**src/rtl/rv32i_fetch_stage.sv**
```systemverilog
// RV32I instruction-fetch stage: owns the PC, fetches from a combinational
// instruction memory and fills the IF/ID register, with redirect, stall and fault handling.
module rv32i_fetch_stage #(
   parameter logic [31:0] RESET_PC   = 32'h0000_0000,
   parameter int unsigned IMEM_DEPTH = 1024,
   parameter logic [31:0] NOP_INSTR  = 32'h0000_0013
) (
   input  logic        clk,
   input  logic        rst_n,
   output logic [31:0] imem_addr,
   input  logic [31:0] imem_instr,
   input  logic        stall,
   input  logic        redirect_valid,
   input  logic [31:0] redirect_target,
   output logic [31:0] id_pc,
   output logic [31:0] id_instr,
   output logic        id_valid,
   output logic        id_fault,
   output logic [1:0]  id_cause,
   output logic        fetch_halted
);

   localparam logic [29:0] DEPTH_W = 30'(IMEM_DEPTH);

   typedef enum logic {RUN = 1'b0, FAULT = 1'b1} state_e;

   state_e      state_q, state_d;
   logic [31:0] pc_q, pc_d;
   logic [31:0] id_pc_q, id_pc_d;
   logic [31:0] id_instr_q, id_instr_d;
   logic        id_valid_q, id_valid_d;
   logic        id_fault_q, id_fault_d;
   logic [1:0]  id_cause_q, id_cause_d;
   logic        mis, oor;

   // Word index compared at full width so huge PCs never alias into range.
   assign mis = (pc_q[1:0] != 2'b00);
   assign oor = (pc_q[31:2] >= DEPTH_W);

   always_comb begin
      state_d    = state_q;
      pc_d       = pc_q;
      id_pc_d    = id_pc_q;
      id_instr_d = id_instr_q;
      id_valid_d = id_valid_q;
      id_fault_d = id_fault_q;
      id_cause_d = id_cause_q;
      if (redirect_valid) begin
         pc_d       = redirect_target;
         id_instr_d = NOP_INSTR;
         id_valid_d = 1'b0;
         id_fault_d = 1'b0;
         id_cause_d = 2'b00;
         state_d    = RUN;
      end else if (!stall) begin
         case (state_q)
            RUN: begin
               id_pc_d    = pc_q;
               id_valid_d = 1'b1;
               if (mis || oor) begin
                  id_instr_d = NOP_INSTR;
                  id_fault_d = 1'b1;
                  id_cause_d = mis ? 2'b01 : 2'b10;
                  state_d    = FAULT;
               end else begin
                  id_instr_d = imem_instr;
                  id_fault_d = 1'b0;
                  id_cause_d = 2'b00;
                  pc_d       = pc_q + 32'd4;
               end
            end
            FAULT: begin
               // Fault report is single-shot; cause stays visible for debug.
               id_valid_d = 1'b0;
               id_fault_d = 1'b0;
            end
            default: state_d = RUN;
         endcase
      end
   end

   always_ff @(posedge clk) begin
      if (!rst_n) begin
         state_q    <= RUN;
         pc_q       <= RESET_PC;
         id_pc_q    <= 32'h0;
         id_instr_q <= NOP_INSTR;
         id_valid_q <= 1'b0;
         id_fault_q <= 1'b0;
         id_cause_q <= 2'b00;
      end else begin
         state_q    <= state_d;
         pc_q       <= pc_d;
         id_pc_q    <= id_pc_d;
         id_instr_q <= id_instr_d;
         id_valid_q <= id_valid_d;
         id_fault_q <= id_fault_d;
         id_cause_q <= id_cause_d;
      end
   end

   assign imem_addr    = pc_q;
   assign id_pc        = id_pc_q;
   assign id_instr     = id_instr_q;
   assign id_valid     = id_valid_q;
   assign id_fault     = id_fault_q;
   assign id_cause     = id_cause_q;
   assign fetch_halted = (state_q == FAULT);

endmodule

```
**config.mk**
```make
export PLATFORM = sky130hd
export DESIGN_NAME = rv32i_fetch_stage
export DESIGN_NICKNAME = d
export VERILOG_FILES = /design/src/rtl/rv32i_fetch_stage.sv
export SDC_FILE = /design/constraint.sdc
export NUM_CORES = 1
export LEC_CHECK = 0
export ABC_AREA = 1
export BUFFER_PORTS_ARGS = -buffer_cell sky130_fd_sc_hd__clkbuf_2
export CELL_PAD_IN_SITES_DETAIL_PLACEMENT = 0
export CELL_PAD_IN_SITES_GLOBAL_PLACEMENT = 1
export CORE_MARGIN = 2
export CORE_UTILIZATION = 34
export DETAILED_ROUTE_END_ITERATION = 6
export PLACE_DENSITY = 0.82
export SYNTH_ARGS = -nofsm -noshare
export SYNTH_HDL_FRONTEND = slang
export SYNTH_SLANG_ARGS = --single-unit
```
**constraint.sdc**
```tcl
create_clock -name clk -period 1.6 [get_ports clk]
set_input_delay 0.32 -clock clk [delete_from_list [all_inputs] [get_ports clk]]
set_output_delay 0.32 -clock clk [all_outputs]
set_load 0.1 [all_outputs]
```
; Yosys cells after proc, flatten, opt, wreduce, memory -nomap -nowiden
; Cells that the tools add are included.
[totals]
regBits = 101
in_bits = 68
output_inout_bits = 101
[op_classes]
addsub = 1
magnitude_cmp = 1
eq_ne = 3
mux = 11
bitwise = 4
reduce_logical = 6
[ops]
columns = op, n
row1 = $mux 32, 5
row2 = $add 32x3->32 const B, 1
row3 = $ge 30x11->1 const B, 1
row4 = $reduce_and 3->1, 2
row5 = $mux 2, 2
row6 = $ne 2x2->1 const B, 2
row7 = $not 1->1, 4
row8 = $pmux 1 s2, 2
row9 = $mux 1, 2
row10 = $ne 2x1->1 const B, 1
row11 = $reduce_and 2->1, 1
row12 = $reduce_bool 2->1, 1
row13 = $reduce_or 2->1, 1
row14 = $logic_or 1x1->1, 1

; Logic depth before layout (Yosys ltp)
[depth]
ltp_word = 6
mapped_depth = 9
depth_no_buf = 9

; Worst setup path after synthesis
; No wires, ideal clock.
[synth_path]
path_kind = reg2reg
startpoint = register pc_q[3], in the netlist imem_addr[3]
endpoint = register pc_q[12], in the netlist imem_addr[12]
setup_ns = 0.132
arrival_ns = 1.970
required_ns = 1.468
path_slack_ns = -0.502
path_stages_with_launch = 9
path_buffers = 0
path_cell_list = dfxtp_1 ha_1 nand2_1 nor2_1 nand4_1 nand3_1 nand2_1 nand2_1 a21oi_1
[synth_via]
elab_chain_cells = 5
word_cells_on_any_way = 9
classes_between = add/sub (1) / order compare (1) / eq/ne (1) / mux (4) / reduce/logical (2)
[synth_lines]
columns = element, line_no
row1 = start: declaration, 28  ; logic [31:0] pc_q, pc_d;
row2 = start signal: assignment, 93  ; pc_q <= pc_d;
row3 = $add 32x3->32, 69  ; pc_d = pc_q + 32'd4;
row4 = $mux 32, 60  ; if (mis || oor) begin
row5 = $mux 32, 56  ; case (state_q)
row6 = $mux 32, 55  ; end else if (!stall) begin
row7 = $mux 32, 48  ; if (redirect_valid) begin
; Several ways; a longest one is shown, not always the timed one. The select of a mux whose other input is x is not followed.
; A chain may end at the register's enable or synchronous reset.

; Worst setup path after layout
[layout_path]
startpoint = register pc_q[22], in the netlist imem_addr[22]
endpoint = output imem_addr[22]
[layout_rtl]
columns = element, line_no
row1 = end: declaration, 10  ; output logic [31:0] imem_addr,
; No word-level cell between the ends.

==> impl_metrics.py <==
metrics = {
    "power": {
        "p_total_uw": 6290,
        "p_leak_uw": 0.00250,
        "peakVddDrop_mv": 0.662,
        "p_per_area_mw_per_mm2": 1120,
    },
    "critical_path": {
        "critPathRequiredTime_ns": 1.28,
        "r2r_cells": 9,
        "criticalPathCategory": "flop to output port",
        "crit_path_end_kind": "output port",
        "cp.arrival_ns": 1.22,
        "worstSetupStartpointType": "flop",
        "crit_fanout": 3,
    },
    "timing": {
        "maxSlewHeadroom_pct": 61.8,
        "worst_pin_slew_ns": 0.576,
        "fin_crit_sh_pct": 96.2,
        "rsz0062_at_grt": "no",
        "fin_tns_setup_ns": 0,
        "finalMaxSlewViolations": 0,
        "final-hold-violation-count": 0,
        "finalClockSkew_ns": 0.0134,
        "timing.fmax_mhz": 650,
        "min_period_ns": 1.54,
        "finalSetupViolCount": 0,
    },
    "final_layout": {
        "final_cell_mix": "clkbuf_2, nand2_1, nor2_1",
        "fillers": 1231,
        "antenna_cells_inserted": 0,
        "syn_to_final_growth_pct": 33.9,
        "multi_input_area_sq_mm": 0.00189,
        "drive_above_1_share_pct": 40.1,
        "register_area_sq_mm": 0.00207,
        "final_common_cell": "clkbuf_2",
        "stdcell_area_sq_mm": 0.00562,
        "nNetsFinal": 770,
    },
    "detailed_routing": {
        "drc": 0,
        "vias": 4142,
        "drt_iter0_drc": 301,
        "met1_length_mm": 5.23,
        "drt-wirelength-per-cell_microns": 14.0,
        "via_per_inst": 4.86,
        "postRouteWirelength_mm": 12.0,
        "ant_nets": 0,
        "route.met3.wl_microns": 988,
        "wl_met2_mm": 5.69,
        "dr.pass1.iters": 4,
        "top_layer": "met4",
    },
    "floorplan": {
        "initial_core_util_pct": 35.0,
        "rows": 40,
        "die_h_microns": 115,
        "die_x_microns": 115,
        "io_pins": 169,
        "die_area_sq_mm": 0.0133,
        "core_sq_mm": 0.0120,
    },
    "clocking": {
        "postCtsSetupRepairBufs": 0,
        "clkTransAtPathRegs_ns": 0.07,
        "cts_tree": "built",
        "root_buffer": "clkbuf_16",
        "clk_latency_ns": 0.34,
        "clockBufferDepth": 2,
        "cts_hold_buf": 0,
        "cts.sinks": 101,
        "htree_levels": 3,
        "cts_made_buffers": 9,
    },
    "hold_path": {
        "holdPathStages": 3,
        "holdCritPathClass": "input pin to flop",
    },
    "logic_synthesis": {
        "yosys.cell_types.count": 29,
        "yosys.area.top_type": "dfxtp_1",
        "ys_warn_count": 0,
        "ys_seq_elements": 101,
        "synth.net_count": 606,
        "syn-cell-area_sq_mm": 0.00420,
        "ys_seq_area_share_pct": 48.2,
        "ys_top_cells_by_area": "dfxtp_1, nand2_1, a21oi_1",
        "synth_top_area_share_pct": 48.2,
        "avgSynthCellArea_sq_um": 7.83,
        "postSynthCellCount": 536,
    },
    "global_route": {
        "grt_pass1_vias": 3820,
        "antenna_found_initial": 0,
        "track_usage_pct": 18.1,
        "grt_overflow_total": 0,
        "grt_max_degree": 37,
        "grt_pass1_wl_mm": 19.1,
    },
    "run_status": {
        "status": "finished clean",
    },
    "place": {
        "dpl_cell_area_sq_mm": 0.00532,
        "gp_congestion": 0.799,
        "portBuffers": 168,
        "dp_hpwl_mm": 8.95,
    },
    "run": {
        "max-cap-violations": 0,
    },
}
## worst paths after layout
check	slack (ns)	end	start
worst max-delay path	0.06	imem_addr[22]	imem_addr[22]$_SDFFE_PN0P_
worst min-delay path	0.21	imem_addr[26]$_SDFFE_PN0P_	redirect_target[26]
worst max register to register	0.19	imem_addr[12]$_SDFFE_PN0P_	imem_addr[2]$_SDFFE_PN0P_
worst min register to register	0.46	id_instr[13]$_SDFFE_PP0P_	id_instr[13]$_SDFFE_PP0P_
## power by group
part | internal, uW | total, uW | leakage, uW | switching, uW
Clock | 1210 | 2160 | 0.000137 | 943
Sequential | 2630 | 2710 | 0.000839 | 86.5
Combinational | 289 | 1420 | 0.00152 | 1130
Total | 4130 | 6290 | 0.00250 | 2160
## cell families (layout without fill, tap and decap cells)
| logic type | after synthesis | count (layout) | synth area share [%] |
|---|---|---|---|
| buf+inv | 60 | 229 | 7.00 |
| compound gates | 115 | 115 | 14.4 |
| flops | 101 | 101 | 48.2 |
| xor+xnor | 3 | 3 | 0.626 |
| simple gates | 255 | 255 | 29.2 |
| fa+ha+maj | 2 | 2 | 0.596 |
## stage by stage
stage          util, %  hold slack, ns  cells  setup WS (ns)
6_report          46.8           0.207    852         0.0610
5_1_grt           46.8           0.204    852         0.0101
4_1_cts           46.7           0.198    852         0.0425
3_5_place_dp      44.3           0.455    836          0.105
3_3_place_gp      44.3           0.452    836          0.123
2_1_floorplan        -           0.442    536        0.00610
## layout make-up
type	count	share of cell area, %
flip-flops and latches	101	36.9
repair buffers	192	19.6
well taps	147	3.27
clock inverters	6	1.11
inverters	21	1.40
clock buffers	10	4.07
multi-input cells	375	33.6
## worst max-delay path, cell delays in order, from the launching register on
cell      delay (ns)
dfxtp_2         0.33
buf_4           0.11
clkbuf_2        0.44
## state kept, by name (all words and copies together), names as in the netlist
name,cells
id_instr,32
id_cause,2
id_pc,32
fetch_halted,1
id_valid,1
id_fault,1
imem_addr,32
## repair_timing
| action | 4_1_cts | 5_1_grt |
|---|---|---|
| resized for setup | 0 | 3 |
| endpoints found under the hold margin | 0 | 0 |
| endpoints found under the setup margin | 0 | 23 |
## cells in the mapped netlist
cell type    n
nand4_1      6
a21oi_1     67
nand3_2     28
nor2_2       2
nand2_2      1
a211oi_1     3
nand3_1     38
dfxtp_1    101
o21ai_1      1
buf_8        3
inv_1       17
o21ai_0     41
buf_6        2
o22ai_2      3
xor2_1       2
or2_1        1
nand2_1    102
nor2_1      73
buf_4        2
nor2_4       1
and3_4       1
nor3_1       1
inv_2        4
clkbuf_1    18
or2_4        1
buf_1        4
ha_1         2
buf_2       10
xnor2_1      1
## layer usage
metal,vias to the layer above,track usage (%)
met5,-,0
met4,0,3.86
met3,6,5.48
met2,132,30.0
met1,1899,23.4
li1,2105,-
Note: power is estimated with default switching activity, not from simulation.
